`src/rtl/bounce_pos_reg_pkg.sv`:
```
// Shared types and constants for the bounce position register slice.
package bounce_pkg;

  typedef enum logic [1:0] {
    IDLE = 2'd0,
    RUN  = 2'd1,
    HALT = 2'd2
  } state_t;

  localparam logic DIR_MIN = 1'b0;
  localparam logic DIR_MAX = 1'b1;

  localparam logic BOUNCE = 1'b0;
  localparam logic WRAP   = 1'b1;

endpackage

```
`src/rtl/bounce_pos_reg_if.sv`:
```
// Control/status bundle between the game FSM (master) and bounce_pos_reg (slave).
// BOUNCE_CNT_EN adds the bounce_cnt status field.
interface bounce_pos_reg_if #(
  parameter int WIDTH  = 8,
  parameter int DIV_W  = 4,
  parameter int STEP_W = 3
);
  logic              sync;
  logic              load;
  logic [WIDTH-1:0]  load_pos;
  logic              load_dir;
  logic              start;
  logic              stop;
  logic              wrap_mode;
  logic [WIDTH-1:0]  min_pos;
  logic [WIDTH-1:0]  max_pos;
  logic [STEP_W-1:0] step;
  logic [DIV_W-1:0]  div;
  logic [WIDTH-1:0]  pos;
  logic              dir;
  logic              running;
  logic              edge_hit;
  logic              halted;
`ifdef BOUNCE_CNT_EN
  logic [7:0]        bounce_cnt;
`endif

  modport master (
    output sync, load, load_pos, load_dir, start, stop, wrap_mode,
           min_pos, max_pos, step, div,
`ifdef BOUNCE_CNT_EN
    input  bounce_cnt,
`endif
    input  pos, dir, running, edge_hit, halted
  );

  modport slave (
    input  sync, load, load_pos, load_dir, start, stop, wrap_mode,
           min_pos, max_pos, step, div,
`ifdef BOUNCE_CNT_EN
    output bounce_cnt,
`endif
    output pos, dir, running, edge_hit, halted
  );

endinterface

```
`src/rtl/bounce_pos_reg_tick_divider.sv`:
```
// Frame-tick edge detector plus speed divider; move_en pulses on every (div+1)-th tick while enabled.
module tick_divider #(
  parameter int DIV_W = 4
) (
  input  logic             clk,
  input  logic             reset,
  input  logic             sync,
  input  logic             en,
  input  logic             clr,
  input  logic [DIV_W-1:0] div,
  output logic             move_en
);

  logic             sync_q;
  logic [DIV_W-1:0] cnt;
  logic             tick;

  assign tick    = sync & ~sync_q;
  assign move_en = en & tick & (cnt == div);

  always_ff @(posedge clk) begin
    if (reset) begin
      sync_q <= 1'b0;
      cnt    <= '0;
    end else begin
      sync_q <= sync;
      if (clr)
        cnt <= '0;
      else if (en && tick)
        cnt <= (cnt == div) ? '0 : cnt + 1'b1;
    end
  end

endmodule

```
`src/rtl/bounce_pos_reg.sv`:
```
// 1-D position register with bounce/wrap limits, speed divider and IDLE/RUN/HALT control.
// BOUNCE_CNT_EN adds a saturating edge-hit counter on bus.bounce_cnt.
module bounce_pos_reg
  import bounce_pkg::*;
#(
  parameter int WIDTH  = 8,
  parameter int DIV_W  = 4,
  parameter int STEP_W = 3
) (
  input logic             clk,
  input logic             reset,
  bounce_pos_reg_if.slave bus
);

  state_t           state, state_nxt;
  logic [WIDTH-1:0] pos_q, pos_nxt;
  logic             dir_q, dir_nxt;
  logic             hit_q, hit_nxt;
  logic             halt_q, halt_nxt;
  logic             move_en;

  logic [WIDTH-1:0] step_w;
  logic [WIDTH:0]   up;
  logic [WIDTH:0]   floor_lim;
  logic [WIDTH-1:0] dn;
  logic [WIDTH-1:0] mv_pos;
  logic             mv_dir;
  logic             mv_hit;

  tick_divider #(.DIV_W(DIV_W)) u_div (
    .clk     (clk),
    .reset   (reset),
    .sync    (bus.sync),
    .en      (state == RUN),
    .clr     (bus.load),
    .div     (bus.div),
    .move_en (move_en)
  );

  assign step_w    = {{(WIDTH-STEP_W){1'b0}}, bus.step};
  assign up        = {1'b0, pos_q} + {1'b0, step_w};
  assign floor_lim = {1'b0, bus.min_pos} + {1'b0, step_w};
  assign dn        = pos_q - step_w;

  // Down-moves test pos < min+step so the subtraction never goes below zero.
  always_comb begin
    mv_pos = pos_q;
    mv_dir = dir_q;
    mv_hit = 1'b0;
    if (bus.min_pos == bus.max_pos) begin
      mv_pos = bus.min_pos;
      mv_hit = 1'b1;
      if (bus.wrap_mode == BOUNCE) mv_dir = ~dir_q;
    end else if (bus.step != '0) begin
      if (bus.wrap_mode == BOUNCE) begin
        if (dir_q == DIR_MAX) begin
          if (up >= {1'b0, bus.max_pos}) begin
            mv_pos = bus.max_pos; mv_dir = DIR_MIN; mv_hit = 1'b1;
          end else mv_pos = up[WIDTH-1:0];
        end else begin
          if ({1'b0, pos_q} < floor_lim) begin
            mv_pos = bus.min_pos; mv_dir = DIR_MAX; mv_hit = 1'b1;
          end else mv_pos = dn;
        end
      end else begin
        if (dir_q == DIR_MAX) begin
          if (up > {1'b0, bus.max_pos}) begin
            mv_pos = bus.min_pos; mv_hit = 1'b1;
          end else mv_pos = up[WIDTH-1:0];
        end else begin
          if ({1'b0, pos_q} < floor_lim) begin
            mv_pos = bus.max_pos; mv_hit = 1'b1;
          end else mv_pos = dn;
        end
      end
    end
  end

  always_comb begin
    state_nxt = state;
    pos_nxt   = pos_q;
    dir_nxt   = dir_q;
    hit_nxt   = 1'b0;
    halt_nxt  = 1'b0;
    if (bus.load) begin
      state_nxt = IDLE;
      dir_nxt   = bus.load_dir;
      if (bus.load_pos < bus.min_pos)      pos_nxt = bus.min_pos;
      else if (bus.load_pos > bus.max_pos) pos_nxt = bus.max_pos;
      else                                 pos_nxt = bus.load_pos;
    end else begin
      unique case (state)
        IDLE: if (bus.start) state_nxt = RUN;
        RUN: begin
          if (bus.stop) begin
            state_nxt = HALT;
            halt_nxt  = 1'b1;
          end else if (move_en) begin
            pos_nxt = mv_pos;
            dir_nxt = mv_dir;
            hit_nxt = mv_hit;
          end
        end
        HALT: state_nxt = HALT;
        default: state_nxt = IDLE;
      endcase
    end
  end

  always_ff @(posedge clk) begin
    if (reset) begin
      state  <= IDLE;
      pos_q  <= bus.min_pos;
      dir_q  <= DIR_MAX;
      hit_q  <= 1'b0;
      halt_q <= 1'b0;
    end else begin
      state  <= state_nxt;
      pos_q  <= pos_nxt;
      dir_q  <= dir_nxt;
      hit_q  <= hit_nxt;
      halt_q <= halt_nxt;
    end
  end

`ifdef BOUNCE_CNT_EN
  logic [7:0] bcnt_q;
  always_ff @(posedge clk) begin
    if (reset || bus.load)
      bcnt_q <= '0;
    else if (hit_nxt && bcnt_q != 8'hFF)
      bcnt_q <= bcnt_q + 8'd1;
  end
  assign bus.bounce_cnt = bcnt_q;
`endif

  assign bus.pos      = pos_q;
  assign bus.dir      = dir_q;
  assign bus.running  = (state == RUN);
  assign bus.edge_hit = hit_q;
  assign bus.halted   = halt_q;

endmodule

```
`src/flat_wrapper.sv`:
```
// flat-port wrapper written by rule: the top's interface ports become plain ports
module bounce_pos_reg_flat import bounce_pkg::*;
#(
  parameter int WIDTH  = 8,
  parameter int DIV_W  = 4,
  parameter int STEP_W = 3
)
  (clk, reset, bus_sync, bus_load, bus_load_pos, bus_load_dir, bus_start, bus_stop, bus_wrap_mode, bus_min_pos, bus_max_pos, bus_step, bus_div, bus_pos, bus_dir, bus_running, bus_edge_hit, bus_halted);
  bounce_pos_reg_if #(.WIDTH(WIDTH), .DIV_W(DIV_W), .STEP_W(STEP_W)) bus_i ();
  input logic clk;
  input logic reset;
  input wire logic [$bits(bus_i.sync)-1:0] bus_sync;
  input wire logic [$bits(bus_i.load)-1:0] bus_load;
  input wire logic [$bits(bus_i.load_pos)-1:0] bus_load_pos;
  input wire logic [$bits(bus_i.load_dir)-1:0] bus_load_dir;
  input wire logic [$bits(bus_i.start)-1:0] bus_start;
  input wire logic [$bits(bus_i.stop)-1:0] bus_stop;
  input wire logic [$bits(bus_i.wrap_mode)-1:0] bus_wrap_mode;
  input wire logic [$bits(bus_i.min_pos)-1:0] bus_min_pos;
  input wire logic [$bits(bus_i.max_pos)-1:0] bus_max_pos;
  input wire logic [$bits(bus_i.step)-1:0] bus_step;
  input wire logic [$bits(bus_i.div)-1:0] bus_div;
  output wire logic [$bits(bus_i.pos)-1:0] bus_pos;
  output wire logic [$bits(bus_i.dir)-1:0] bus_dir;
  output wire logic [$bits(bus_i.running)-1:0] bus_running;
  output wire logic [$bits(bus_i.edge_hit)-1:0] bus_edge_hit;
  output wire logic [$bits(bus_i.halted)-1:0] bus_halted;
  assign bus_i.sync = bus_sync;
  assign bus_i.load = bus_load;
  assign bus_i.load_pos = bus_load_pos;
  assign bus_i.load_dir = bus_load_dir;
  assign bus_i.start = bus_start;
  assign bus_i.stop = bus_stop;
  assign bus_i.wrap_mode = bus_wrap_mode;
  assign bus_i.min_pos = bus_min_pos;
  assign bus_i.max_pos = bus_max_pos;
  assign bus_i.step = bus_step;
  assign bus_i.div = bus_div;
  assign bus_pos = bus_i.pos;
  assign bus_dir = bus_i.dir;
  assign bus_running = bus_i.running;
  assign bus_edge_hit = bus_i.edge_hit;
  assign bus_halted = bus_i.halted;
  bounce_pos_reg #(.WIDTH(WIDTH), .DIV_W(DIV_W), .STEP_W(STEP_W)) u_core (.clk(clk), .reset(reset), .bus(bus_i));
endmodule
```
`config.mk`:
```
export PLATFORM = sky130hd
export DESIGN_NAME = bounce_pos_reg_flat
export DESIGN_NICKNAME = d
export VERILOG_FILES = /design/src/rtl/bounce_pos_reg_pkg.sv /design/src/rtl/bounce_pos_reg_if.sv /design/src/rtl/bounce_pos_reg_tick_divider.sv /design/src/rtl/bounce_pos_reg.sv /design/src/flat_wrapper.sv
export SDC_FILE = /design/constraint.sdc
export NUM_CORES = 1
export LEC_CHECK = 0
export CAP_MARGIN = 25
export CELL_PAD_IN_SITES_DETAIL_PLACEMENT = 0
export CELL_PAD_IN_SITES_GLOBAL_PLACEMENT = 1
export CORE_UTILIZATION = 40
export CTS_BUF_LIST = sky130_fd_sc_hd__clkbuf_2
export CTS_CLUSTER_DIAMETER = 30
export DETAILED_ROUTE_END_ITERATION = 8
export DONT_BUFFER_PORTS = 1
export PLACE_DENSITY = 0.8
export SKIP_LAST_GASP = 1
export SYNTH_ARGS = -nofsm -noshare
export SYNTH_HDL_FRONTEND = slang
export SYNTH_SLANG_ARGS = --single-unit
```
`constraint.sdc`:
```
create_clock -name clk -period 4.1 [get_ports clk]
set_input_delay 0.82 -clock clk [delete_from_list [all_inputs] [get_ports clk]]
set_output_delay 0.82 -clock clk [all_outputs]
set_load 0.005 [all_outputs]
```
* Word level (Yosys, flattened, before mapping) *
Index checks and enable logic that the tools add are counted.
Widths: inputs -> output; s select.

storage, ports and cells
  register bits after elaboration = 18
  output and inout port bits = 12
  logic and storage cells = 87

operators by class
  add/sub/neg operators = 4
  order comparisons = 5
  equality and inequality tests = 10
  muxes and demuxes = 39
  bitwise logic cells = 7
  reductions and logical operators = 15

operators by type and width
  kind                 count
  $mux 8               16
  $mux 1               19
  $add 8x3->9          2
  $reduce_bool 3->1    4
  $ge 9x8->1           1
  $gt 9x8->1           1
  $lt 8x9->1           1
  $ne 3x3->1 const B   3
  $eq 8x8->1           1
  $gt 8x8->1           1
  $lt 8x8->1           1
  $sub 8x3->8          1
  $ne 2x2->1 const B   3
  $pmux 2 s3           1
  $reduce_and 6->1     1
  $reduce_or 5->1      1
  $add 4x1->4 const B  1
  $eq 4x4->1           1
  $mux 2               2
  $mux 4               1
  $not 1->1            4
  $reduce_and 4->1     1
  $reduce_bool 2->1    2
  $reduce_bool 4->1    1
  8 further kinds      10

* Depth between registers and ports, before layout *
  depth after elaboration = 12
  mapped depth = 15
  mapped depth without buffers = 14

* Cells and area by module *
From an unflattened synthesis, not the netlist that was laid out.

unflattened totals
  cells, all modules = 378
  area total of the unflattened synthesis = 3174.3 um^2

modules (own cells, without submodules)
  module          instances  cells an instance  area each (um^2)  sequential area each (um^2)
  bounce_pos_reg  1          347                2879.0            340.3
  tick_divider    1          31                 295.3             100.1

* Worst setup path after synthesis *
Ideal clock, no wire load.

  kind = input to register
  start point = in bus_step[0]
  end point = reg u_core.pos_q[7] (netlist: u_core.bus.pos[7]) (data pin)
  library setup time = 261 ps
  data arrival time = 3792 ps
  slack = 47 ps
  stages on the path = 14
  buffers on the path = 0
  cells stage by stage = ha_1 > fa_1 > nor2b_1 > o21ai_0 > xor2_1 > inv_1 > ha_1 > a211oi_1 > nand2_1 > o22ai_1 > o21ai_0 > o311a_1 > o31ai_1 > a21oi_1

between the ends
  longest elaborated chain between the ends = 12
  elaborated cells on any way between the ends = 20
  those cells by class = 3 x add/sub; 3 x order compare; 14 x mux

ends and longest elaborated chain
  element                             RTL line                                    RTL
  from (decl)                         flat_wrapper.sv:21                          input wire logic [$bits(bus_i.step)-1:0] bus_step;
  $add 8x3->9 (on tied branches)      bounce_pos_reg.sv:42, bounce_pos_reg.sv:41
  $lt 8x9->1 (tied with other cells)  bounce_pos_reg.sv:61, bounce_pos_reg.sv:71
  $mux 8 (on tied branches)           --
  $mux 8 (on tied branches)           bounce_pos_reg.sv:56, bounce_pos_reg.sv:66
  $mux 8 *                            bounce_pos_reg.sv:55                        if (bus.wrap_mode == BOUNCE) begin
  $mux 8 *                            bounce_pos_reg.sv:54                        end else if (bus.step != '0) begin
  $mux 8 *                            bounce_pos_reg.sv:50                        if (bus.min_pos == bus.max_pos) begin
  $mux 8 *                            bounce_pos_reg.sv:98                        end else if (move_en) begin
  $mux 8 *                            bounce_pos_reg.sv:95                        if (bus.stop) begin
  $mux 8 *                            bounce_pos_reg.sv:92                        unique case (state)
  $mux 8 *                            bounce_pos_reg.sv:85                        if (bus.load) begin
  $mux 8 *                            bounce_pos_reg.sv:111                       if (reset) begin
  to (signal assigned)                bounce_pos_reg.sv:113                       pos_q <= bus.min_pos;
  to (signal assigned)                bounce_pos_reg.sv:119                       pos_q <= pos_nxt;
  to (decl)                           bounce_pos_reg.sv:16                        logic [WIDTH-1:0] pos_q, pos_nxt;

Mark *: on every way between the ends. The rest lies on a longest branch, timed or not. The select of a mux whose other input is x is not followed.
A chain may end at the register's enable or synchronous reset.

* Worst setup path after layout *
  start point = reg u_core.pos_q[0] (netlist: u_core.bus.pos[0])
  end point = reg u_core.pos_q[2] (netlist: u_core.bus.pos[2]) (data pin)

between the ends
  longest elaborated chain between the ends = 12
  elaborated cells on any way between the ends = 19
  those cells by class = 2 x add/sub; 3 x order compare; 14 x mux

ends and longest elaborated chain
  element                                          RTL line                                    RTL
  $add 8x3->9                                      bounce_pos_reg.sv:41                        assign up = {1'b0, pos_q} + {1'b0, step_w};
  $ge 9x8->1 / $gt 9x8->1 (equally long branches)  bounce_pos_reg.sv:57, bounce_pos_reg.sv:67
  $mux 8 (on tied branches)                        bounce_pos_reg.sv:57, bounce_pos_reg.sv:67
  $mux 8 (on tied branches)                        bounce_pos_reg.sv:56, bounce_pos_reg.sv:66
  $mux 8 *                                         bounce_pos_reg.sv:55
  $mux 8 *                                         bounce_pos_reg.sv:54
  $mux 8 *                                         bounce_pos_reg.sv:50
  $mux 8 *                                         bounce_pos_reg.sv:98
  $mux 8 *                                         bounce_pos_reg.sv:95
  $mux 8 *                                         bounce_pos_reg.sv:92
  $mux 8 *                                         bounce_pos_reg.sv:85
  $mux 8 *                                         bounce_pos_reg.sv:111

Marks and branches as above.

==> results.sh <==
export IMPL_min_period_ns=3.99
export IMPL_p_leak_nw=1.42
export IMPL_path_clk_slew_ns=0.21
export IMPL_maxCapViolCount=0
export IMPL_finalHoldViolCount=0
export IMPL_synth_distinct_cells=62
export IMPL_syn_mean_instance_area_um2=7.93
export IMPL_hold_class="primary input to register"
export IMPL_total_power_w=0.00105
export IMPL_slowest_stage="edfxtp_1"
export IMPL_vias_per_cell=6.28
export IMPL_ys_warn_count=0
export IMPL_coreArea_um2=7210
export IMPL_synthesis_nets=460
export IMPL_cpLargestDelayFamily="compound AO/OA/AOI/OAI gates"
export IMPL_power_density_nw_per_um2=322
export IMPL_grt_ovfl_total=0
export IMPL_wl_met3_mm=1.20
export IMPL_layout_commonest_cell="ha_1"
export IMPL_worstPathArrival_ns=4.21
export IMPL_final_layout_size_suffix_gt1_share_pct=9.82
export IMPL_synth_enable_flop_cells=8
export IMPL_slowest_delay_ns=0.50
export IMPL_required_ns=4.32
export IMPL_path_cells="ha_1, fa_1, nor2b_2, o21ai_0, xor2_1, inv_1, ha_1, a211oi_2, nand2_1, o221a_2, o211a_1, or3_1, a221o_1, nand3_1"
export IMPL_wirelength_met1_mm=4.12
export IMPL_ys_ff_latch=18
export IMPL_fin_crit_sh_pct=97.4
export IMPL_worst_slew_pin_slew_ns=0.824
export IMPL_cts_tree="built"
export IMPL_syn_to_final_growth_pct=9.43
export IMPL_track_usage_pct=24.9
export IMPL_drv_slew=0
export IMPL_final_cell_mix="ha_1, inv_1, nor2_1, nand2_1, buf_4"
export IMPL_grt_pass1_vias=2735
export IMPL_ant_nets=0
export IMPL_setup_violations=0
export IMPL_stdcell_area_um2=3250
export IMPL_ir_drop_v=0.0000950
export IMPL_dp_hpwl_mm=7.79
export IMPL_clock_path_buffers=2
export IMPL_cts_max_level=1
export IMPL_cts_setup_buffers=0
export IMPL_slew_headroom_pct=45.0
export IMPL_cp_end_kind="register"
export IMPL_max_freq_ghz=0.250
export IMPL_io_pins=51
export IMPL_top_layer="met4"
export IMPL_synth_area_um2=2970
export IMPL_synthFlopType="dfxtp_1"
export IMPL_instances_no_fill=487
export IMPL_syn_instance_count=375
export IMPL_fin_setup_tns_ns=0
export IMPL_ctsHoldBuffers=0
export IMPL_async_reset_ff_share_pct=0
export IMPL_start_util_pct=41.2
export IMPL_path_class="register to register"
export IMPL_antenna_found_initial=1
export IMPL_place_area_um2=3200
export IMPL_status="finished clean"
export IMPL_startpoint_type="register"
export IMPL_route_detailed_drc=0
export IMPL_drt_iter0_drc=306
export IMPL_dpl_cell_count=482
export IMPL_seq_area_frac_synth_pct=14.8
export IMPL_crit_buf_inv=1
export IMPL_grt_first_pass_wirelength_mm=14.8
export IMPL_vias=3058
export IMPL_portBuffers=0
export IMPL_met2RoutedLength_mm=4.20
export IMPL_die_h_um=88.2
export IMPL_finalNetCount=473
export IMPL_fp_dieArea_um2=7780
export IMPL_place_gp_congestion=0.960
export IMPL_n_fill_cell=740
export IMPL_cts_root_buffer="clkbuf_2"
export IMPL_routed_wl_mm=9.73
export IMPL_worstPathMaxFanout=5
export IMPL_dr_pass1_iters=5
export IMPL_cpMostUsedCell="ha_1"
export IMPL_die_x_um=88.2
export IMPL_insertion_delay_ns=0.34
export IMPL_cts_resized=0
export IMPL_rows=31
export IMPL_grt_max_degree=21
export IMPL_cts_sink_count=18
export IMPL_post_route_util_pct=45.1
export IMPL_wl_per_cell_um=20.0
export IMPL_cts_buffers=3
export IMPL_skew_ns=0.0267
power breakdown:
part           leakage [nW]  switching, W  total (W)  internal [W]
Sequential            0.162     0.0000367   0.000247      0.000210
Combinational          1.24      0.000384   0.000711      0.000326
Clock                0.0166     0.0000632  0.0000890     0.0000258
synth_stat cells, types with 3 or more instances:
library cell / count / area, um2
xor2_1: 17 / 149
a31oi_1: 4 / 25.0
edfxtp_1: 8 / 240
and4_1: 3 / 26.3
nor3_1: 8 / 40.0
and3_1: 4 / 25.0
inv_1: 30 / 113
a211o_1: 4 / 35.0
o2111ai_1: 3 / 26.3
dfxtp_1: 10 / 200
o31ai_1: 6 / 45.0
a211oi_1: 8 / 60.1
or3_1: 3 / 18.8
o311ai_0: 3 / 26.3
nand3_1: 13 / 65.1
buf_2: 6 / 30.0
nor2_1: 25 / 93.8
nand2b_1: 8 / 50.1
o211ai_1: 12 / 90.1
and2_1: 3 / 18.8
nand2_1: 25 / 93.8
fa_1: 3 / 60.1
o31a_1: 3 / 26.3
mux2i_1: 10 / 100
nor2b_1: 8 / 50.1
clkbuf_1: 7 / 26.3
nor4_1: 3 / 18.8
xnor2_1: 15 / 131
ha_1: 43 / 538
nand4_1: 5 / 31.3
o211a_1: 3 / 30.0
a21oi_1: 21 / 105
o21ai_0: 14 / 70.1
a21o_1: 4 / 30.0
final timing paths:
check                                from                            to  slack [ns]  depth (start not counted)
max reg2reg   u_core.bus.pos[0]$_DFFE_PP_   u_core.bus.pos[2]$_DFFE_PP_        0.11                         14
max           u_core.bus.pos[0]$_DFFE_PP_   u_core.bus.pos[2]$_DFFE_PP_        0.11                         14
min reg2reg  u_core.state[1]$_SDFFE_PP0P_  u_core.state[1]$_SDFFE_PP0P_        0.54                          2
min                                 reset  u_core.state[0]$_SDFFE_PP0P_        0.52                          1
layout make-up:
class / count / area, um2 / area share [%]
flip-flops and latches: 18 / 440 / 13.5
inverters: 31 / 116 / 3.58
repair buffers: 22 / 165 / 5.08
multi-input cells: 312 / 2380 / 73.3
clock buffers: 4 / 20.0 / 0.615
well taps: 99 / 124 / 3.81
diodes: 1 / 2.50 / 0.0769
flip-flops by register name, indices dropped and copies added (netlist names):
| signal | count |
|---|---|
| u_core.bus.halted | 1 |
| u_core.bus.edge_hit | 1 |
| u_core.bus.dir | 1 |
| u_core.bus.pos | 8 |
| u_core.u_div.sync_q | 1 |
| u_core.state | 2 |
| u_core.u_div.cnt | 4 |
metal layers:
layer / up-vias / track usage (%)
met3: 18 / 5.13
met1: 1410 / 36.4
li1: 1426 / -
met5: - / 0
met4: 0 / 5.87
met2: 204 / 37.3
per-stage QoR:
step                      setup WS [ns]  hold slack [ns]
final                             0.108            0.517
after global routing            -0.0176            0.520
after CTS                         0.147            0.539
after detailed placement         -0.122            0.515
after global placement        -0.000380            0.515
after floorplan                  0.0471            0.498
cell families (layout without fill, tap and decap cells):
logic type,count (synthesis),in the layout,share of synthesized area [%]
DFF,18,18,14.8
other,0,1,0
buffers and inverters,45,57,6.06
xor gates and xnor gates,32,32,9.43
muxes,10,10,3.37
adders and majority gates,46,46,20.1
AOI/OAI and AO/OA,108,108,26.3
and+or+nand+nor,116,116,20.0
(Power assumes the default switching activity.)
